### src/rtl/hilo_unit_if.sv
// -----------------------------------------------------------------------------
// hilo_unit_if
//   Bundle between the EXE multiply/divide stage and the HI/LO register unit.
//   It carries the HI/LO write result leaving EXE and the forwarded HI/LO
//   values that EXE reads back for MFHI/MFLO and for the MADD/MSUB accumulator.
//
//   Handshake: a write is offered by holding exe_advance high together with a
//   non-zero exe_hilo_we for one clock. The transfer happens on that rising
//   edge. The receiver has no ready output and takes one write per cycle. While
//   the pipeline is stalled the producer must keep exe_advance low.
//
//   Signals
//     exe_advance   EXE -> unit  instruction leaves EXE this cycle
//     exe_hilo_we   EXE -> unit  bit1 writes HI, bit0 writes LO
//     exe_hi_wdata  EXE -> unit  HI result
//     exe_lo_wdata  EXE -> unit  LO result
//     fwd_hi        unit -> EXE  youngest HI value visible to EXE
//     fwd_lo        unit -> EXE  youngest LO value visible to EXE
//
//   Modports
//     master  EXE side (drives the write, reads the forwarded values)
//     slave   HI/LO unit side
// -----------------------------------------------------------------------------
interface hilo_unit_if #(
    parameter int WIDTH = 32
);
    logic             exe_advance;
    logic [1:0]       exe_hilo_we;
    logic [WIDTH-1:0] exe_hi_wdata;
    logic [WIDTH-1:0] exe_lo_wdata;
    logic [WIDTH-1:0] fwd_hi;
    logic [WIDTH-1:0] fwd_lo;

    modport master (
        output exe_advance,
        output exe_hilo_we,
        output exe_hi_wdata,
        output exe_lo_wdata,
        input  fwd_hi,
        input  fwd_lo
    );

    modport slave (
        input  exe_advance,
        input  exe_hilo_we,
        input  exe_hi_wdata,
        input  exe_lo_wdata,
        output fwd_hi,
        output fwd_lo
    );
endinterface

### src/rtl/hilo_unit.sv
// -----------------------------------------------------------------------------
// hilo_unit
//   Architectural HI/LO register pair located just after the EXE multiply/
//   divide unit. HI/LO write results leave EXE and pass through two pending
//   slots, MEM and WB. They commit to the architectural registers at WB. The
//   youngest value of each half is forwarded back to EXE. An exception flush
//   discards every write that has not committed yet.
//
//   Parameters
//     WIDTH      data width of HI and LO
//     RESET_VAL  reset value of the architectural HI and LO registers
//
//   Ports
//     clk           clock, rising edge
//     rst           asynchronous active-high reset
//     exe           hilo_unit_if.slave: EXE write in, fwd_hi/fwd_lo out
//     pipe_stall    MEM/WB hold: slots and architectural registers freeze
//     flush         exception at MEM: kill the MEM slot and the EXE capture
//     arch_hi       committed HI
//     arch_lo       committed LO
//     commit_valid  registered pulse: a commit happened on the previous edge
//     pending_cnt   number of valid pending slots (0..2)
// -----------------------------------------------------------------------------
module hilo_unit #(
    parameter int               WIDTH     = 32,
    parameter logic [WIDTH-1:0] RESET_VAL = '0
) (
    input  logic             clk,
    input  logic             rst,
    hilo_unit_if.slave       exe,
    input  logic             pipe_stall,
    input  logic             flush,
    output logic [WIDTH-1:0] arch_hi,
    output logic [WIDTH-1:0] arch_lo,
    output logic             commit_valid,
    output logic [1:0]       pending_cnt
);

    // A pending slot is valid exactly when its write-enable field is non-zero.
    typedef struct packed {
        logic [1:0]       we;
        logic [WIDTH-1:0] hi;
        logic [WIDTH-1:0] lo;
    } slot_t;

    slot_t            mem_q, mem_d;
    slot_t            wb_q,  wb_d;
    logic [WIDTH-1:0] arch_hi_q, arch_hi_d;
    logic [WIDTH-1:0] arch_lo_q, arch_lo_d;
    logic             commit_q,  commit_d;

    logic             mem_valid;
    logic             wb_valid;

    assign mem_valid = |mem_q.we;
    assign wb_valid  = |wb_q.we;

    // ------------------------------------------------------------------
    // Next-state logic
    // ------------------------------------------------------------------
    always_comb begin
        mem_d     = mem_q;
        wb_d      = wb_q;
        arch_hi_d = arch_hi_q;
        arch_lo_d = arch_lo_q;
        commit_d  = 1'b0;

        if (flush) begin
            // WB is older than the faulting instruction in MEM, so it still
            // commits. Anything younger is discarded. Flush wins over stall.
            if (wb_q.we[1]) arch_hi_d = wb_q.hi;
            if (wb_q.we[0]) arch_lo_d = wb_q.lo;
            commit_d  = wb_valid;
            wb_d.we   = 2'b00;
            mem_d.we  = 2'b00;
        end else if (pipe_stall) begin
            // Every slot holds. exe_advance is ignored because the producer
            // keeps it low while the pipeline is stalled.
            commit_d  = 1'b0;
        end else begin
            if (wb_q.we[1]) arch_hi_d = wb_q.hi;
            if (wb_q.we[0]) arch_lo_d = wb_q.lo;
            commit_d  = wb_valid;
            wb_d      = mem_q;
            if (exe.exe_advance) begin
                mem_d.we = exe.exe_hilo_we;
                mem_d.hi = exe.exe_hi_wdata;
                mem_d.lo = exe.exe_lo_wdata;
            end else begin
                // Only the enables are cleared. The stale data cannot be seen
                // because forwarding and commit are both gated by we.
                mem_d.we = 2'b00;
            end
        end
    end

    // ------------------------------------------------------------------
    // State registers
    // ------------------------------------------------------------------
    always_ff @(posedge clk or posedge rst) begin
        if (rst) begin
            mem_q     <= '0;
            wb_q      <= '0;
            arch_hi_q <= RESET_VAL;
            arch_lo_q <= RESET_VAL;
            commit_q  <= 1'b0;
        end else begin
            mem_q     <= mem_d;
            wb_q      <= wb_d;
            arch_hi_q <= arch_hi_d;
            arch_lo_q <= arch_lo_d;
            commit_q  <= commit_d;
        end
    end

    // ------------------------------------------------------------------
    // Forwarding: each half independently takes the youngest writer of that
    // half. For example, with MTLO in MEM and MTHI in WB, LO comes from MEM
    // and HI comes from WB.
    // ------------------------------------------------------------------
    always_comb begin
        exe.fwd_hi = arch_hi_q;
        if (mem_q.we[1]) begin
            exe.fwd_hi = mem_q.hi;
        end else if (wb_q.we[1]) begin
            exe.fwd_hi = wb_q.hi;
        end
    end

    always_comb begin
        exe.fwd_lo = arch_lo_q;
        if (mem_q.we[0]) begin
            exe.fwd_lo = mem_q.lo;
        end else if (wb_q.we[0]) begin
            exe.fwd_lo = wb_q.lo;
        end
    end

    assign arch_hi      = arch_hi_q;
    assign arch_lo      = arch_lo_q;
    assign commit_valid = commit_q;
    assign pending_cnt  = {1'b0, mem_valid} + {1'b0, wb_valid};

endmodule

### src/flat_wrapper.sv
// flat-port wrapper written by rule: the top's interface ports become plain ports
module hilo_unit_flat 
#(
    parameter int               WIDTH     = 32,
    parameter logic [WIDTH-1:0] RESET_VAL = '0
)
  (clk, rst, pipe_stall, flush, arch_hi, arch_lo, commit_valid, pending_cnt, exe_exe_advance, exe_exe_hilo_we, exe_exe_hi_wdata, exe_exe_lo_wdata, exe_fwd_hi, exe_fwd_lo);
  hilo_unit_if #(.WIDTH(WIDTH)) exe_i ();
  input  logic clk;
  input  logic rst;
  input  logic pipe_stall;
  input  logic flush;
  output logic [WIDTH-1:0] arch_hi;
  output logic [WIDTH-1:0] arch_lo;
  output logic commit_valid;
  output logic [1:0] pending_cnt;
  input wire logic [$bits(exe_i.exe_advance)-1:0] exe_exe_advance;
  input wire logic [$bits(exe_i.exe_hilo_we)-1:0] exe_exe_hilo_we;
  input wire logic [$bits(exe_i.exe_hi_wdata)-1:0] exe_exe_hi_wdata;
  input wire logic [$bits(exe_i.exe_lo_wdata)-1:0] exe_exe_lo_wdata;
  output wire logic [$bits(exe_i.fwd_hi)-1:0] exe_fwd_hi;
  output wire logic [$bits(exe_i.fwd_lo)-1:0] exe_fwd_lo;
  assign exe_i.exe_advance = exe_exe_advance;
  assign exe_i.exe_hilo_we = exe_exe_hilo_we;
  assign exe_i.exe_hi_wdata = exe_exe_hi_wdata;
  assign exe_i.exe_lo_wdata = exe_exe_lo_wdata;
  assign exe_fwd_hi = exe_i.fwd_hi;
  assign exe_fwd_lo = exe_i.fwd_lo;
  hilo_unit #(.WIDTH(WIDTH), .RESET_VAL(RESET_VAL)) u_core (.clk(clk), .rst(rst), .exe(exe_i), .pipe_stall(pipe_stall), .flush(flush), .arch_hi(arch_hi), .arch_lo(arch_lo), .commit_valid(commit_valid), .pending_cnt(pending_cnt));
endmodule
### config.mk
export PLATFORM = sky130hd
export DESIGN_NAME = hilo_unit_flat
export DESIGN_NICKNAME = d
export VERILOG_FILES = /design/src/rtl/hilo_unit_if.sv /design/src/rtl/hilo_unit.sv /design/src/flat_wrapper.sv
export SDC_FILE = /design/constraint.sdc
export NUM_CORES = 1
export LEC_CHECK = 0
export ABC_CLOCK_PERIOD_IN_PS = 14050
export CAP_MARGIN = 20
export CORE_ASPECT_RATIO = 1.2
export CORE_MARGIN = 3
export CORE_UTILIZATION = 25
export CTS_CLUSTER_DIAMETER = 40
export DETAILED_ROUTE_END_ITERATION = 6
export SLEW_MARGIN = 25
export SYNTH_ARGS = -nofsm -noshare
export SYNTH_HDL_FRONTEND = slang
export SYNTH_SLANG_ARGS = --single-unit
### constraint.sdc
create_clock -name clk -period 14.05 [get_ports clk]
set_input_delay 2.81 -clock clk [delete_from_list [all_inputs] [get_ports clk]]
set_output_delay 2.81 -clock clk [all_outputs]
set_load 0.02 [all_outputs]
==> flow_metrics.env <==
export IMPL_power_leakage_uw=0.004816
export IMPL_start_kind="register"
export IMPL_synth_cell_type_count=21
export IMPL_die_x_um=179.1
export IMPL_area_delta_synth_final_pct=32.35
export IMPL_clk_latency_ns=0.44
export IMPL_synth_top_cell_by_area="dfrtp_1"
export IMPL_tns_ns=0
export IMPL_drt_pass1_iter_count=4
export IMPL_start_util_pct=25.54
export IMPL_fin_crit_sh_pct=39.54
export IMPL_hold_viol=0
export IMPL_p_switching_uw=693.6
export IMPL_gp_congestion=0.7089
export IMPL_drv_slew=0
export IMPL_dieArea_um2=38280
export IMPL_worstPathRequired_ns=11.24
export IMPL_wire_per_inst_um=17.22
export IMPL_rsz0062_at_grt="no"
export IMPL_port_buffers=201
export IMPL_overflow=0
export IMPL_num_vias=5574
export IMPL_postCtsSetupRepairBufs=0
export IMPL_cts_max_level=4
export IMPL_pwr_share_comb_pct=35.8
export IMPL_cts_hold_buf=0
export IMPL_clock_skew_ns=0.01134
export IMPL_layout_setup_ws_ns=8.495
export IMPL_p_int_uw=1385
export IMPL_antenna_cells=0
export IMPL_final_nets=901
export IMPL_synth_area_leaders="dfrtp_1 55%, mux2_2 17%, mux2_4 10%"
export IMPL_swShare_pct=33.37
export IMPL_placed_area_um2=11320
export IMPL_cp_arrival_ns=2.74
export IMPL_drcViolationCount=0
export IMPL_p_per_area_nw_per_um2=174.7
export IMPL_syn_area_um2=8989
export IMPL_ant_nets=0
export IMPL_hold_depth=1
export IMPL_final_cell_mix="201 x clkdlybuf4s50_1, 193 x dfrtp_1, 132 x mux2_2"
export IMPL_row_count=75
export IMPL_seq_power_share_pct=40.6
export IMPL_vias_per_cell=4.275
export IMPL_ys_ff_latch=197
export IMPL_rr_worst_depth=3
export IMPL_die_h_um=213.7
export IMPL_synth_nets=715
export IMPL_cts_sinks=197
export IMPL_ys_seq_area_share_pct=54.84
export IMPL_fin_area_um2=11900
export IMPL_grtUsageTotal_pct=11.88
export IMPL_post_place_ws_ns=8.085
export IMPL_crit_fanout=19
export IMPL_cap_violations=0
export IMPL_drive_gt1_share_pct=28.98
export IMPL_worst_setup_path_end_kind="output pin"
export IMPL_routed_wl_um=22450
export IMPL_worst_pin_slew_ns=0.9499
export IMPL_clkPwrFrac_pct=23.6
export IMPL_cts_buffers=17
export IMPL_status="completed"
export IMPL_core_area_um2=35190
export IMPL_final_common_cell="clkdlybuf4s50_1"
export IMPL_cts_clk_slew_worst_paths_ns=0.08
export IMPL_timing_slew_headroom_pct=36.45
export IMPL_hpwl_um=14610
export IMPL_cts_resized=0
export IMPL_period_needed_ns=5.555
export IMPL_grt_pass1_vias=5808
export IMPL_vdd_drop_max_uv=81.46
export IMPL_critical_path_class="reg2out"
export IMPL_drt_initial_drc_count=229
export IMPL_setup_viol=0
export IMPL_antenna_found_initial=0
export IMPL_grt_pass1_wl_um=34480
export IMPL_yosysTopAreaCellShare_pct=54.84
export IMPL_netlist_instances=643
export IMPL_clockRootBuffer="clkbuf_16"
export IMPL_grt_max_degree=73
export IMPL_synth_area_per_cell_um2=13.98
export IMPL_hold_class="reg2reg"
export IMPL_cts_tree="built"
export IMPL_io_pins=202
export IMPL_synth_warnings=0
export IMPL_fmax_ghz=0.1800
export IMPL_clockBufferDepth=2
## worst paths after layout
check / startpoint / slack, ns / endpoint
min in group asynchronous: rst / 2.82 / u_core.mem_q[58]
min reg2reg: u_core.wb_q[29] / 0.53 / u_core.wb_q[29]
max in group asynchronous: rst / 9.93 / u_core.mem_q[21]
max: u_core.wb_q[65] / 8.50 / exe_fwd_hi[1]
max reg2reg: u_core.wb_q[64] / 11.74 / u_core.arch_lo[10]
min: u_core.wb_q[29] / 0.53 / u_core.wb_q[29]
## synthesized netlist by cell type
cell / instances
ha_1: 1
buf_4: 7
nor2b_1: 1
buf_2: 9
nand2_1: 66
or2_2: 2
nand2b_1: 1
o21ai_0: 64
nor2_1: 5
buf_8: 1
clkbuf_1: 14
dfrtp_1: 197
mux2_4: 60
buf_6: 6
and2_1: 1
mux2i_1: 66
inv_1: 1
mux2_2: 132
buf_12: 6
a22oi_1: 2
and2_4: 1
## routing by layer
layer | part of all wire (%) | GRT usage, % | wire length [µm] | vias to the layer above
li1 | - | - | - | 2632
met1 | 46 | 16.08 | 10430 | 2771
met2 | 47 | 18.79 | 10510 | 156
met3 | 5.3 | 2.692 | 1189 | 15
met4 | 1.5 | 4.161 | 331 | 0
met5 | 0 | 0 | 0 | -
## sequential cells by signal, indices dropped and copies added, names as in the netlist
| register | flops |
|---|---|
| u_core.mem_q | 66 |
| u_core.wb_q | 66 |
| u_core.arch_hi | 32 |
| u_core.arch_lo | 32 |
| u_core.commit_valid | 1 |
## area by class of cell
class | instances | area [µm²]
repair buffers | 210 | 2079
flip-flops and latches | 197 | 4935
well taps | 462 | 578.1
clock buffers | 18 | 439.2
clock inverters | 14 | 138.9
multi-input cells | 402 | 3715
fillers | 3490 | 23290
inverters | 1 | 11.26
## critical path: stages (launching register included)
cell and delay, ns:
dfrtp_2 0.73, buf_4 0.46, mux2i_1 0.13, o21ai_0 0.28, clkdlybuf4s50_1 0.67
## through the flow
step / util [%] / hold WS, ns / std cells / total power [µW]
after floorplan: - / 0.4974 / 643 / 1236
after global placement: 32.16 / 0.5108 / 1272 / 1595
after detailed placement: 32.16 / 0.5174 / 1272 / 1607
after CTS: 33.81 / 0.5344 / 1304 / 2114
after global routing: 33.81 / 0.5481 / 1304 / 2199
final: 33.81 / 0.5290 / 1304 / 2078
## kinds of logic (layout without fill, tap and decap cells)
| group | after synthesis | after routing | share of synthesized area [%] |
|---|---|---|---|
| buffers and inverters | 44 | 243 | 3.967 |
| AND/OR/NAND/NOR | 77 | 77 | 3.411 |
| flip-flops | 197 | 197 | 54.84 |
| adder cells (fa/ha/maj) | 1 | 1 | 0.1392 |
| AO/OA/AOI/OAI | 66 | 66 | 3.730 |
| multiplexers | 258 | 258 | 33.91 |
## power groups by stage
| stage | sequential [µW] | combinational, µW | clock [µW] |
|---|---|---|---|
| CTS | 846 | 756 | 513 |
| detailed placement | 855 | 753 | 0 |
| floorplan | 902 | 335 | 0 |
| global route | 868 | 793 | 538 |
| global placement | 850 | 745 | 0 |
| finish | 843 | 744 | 491 |
(Power assumes the default switching activity.)
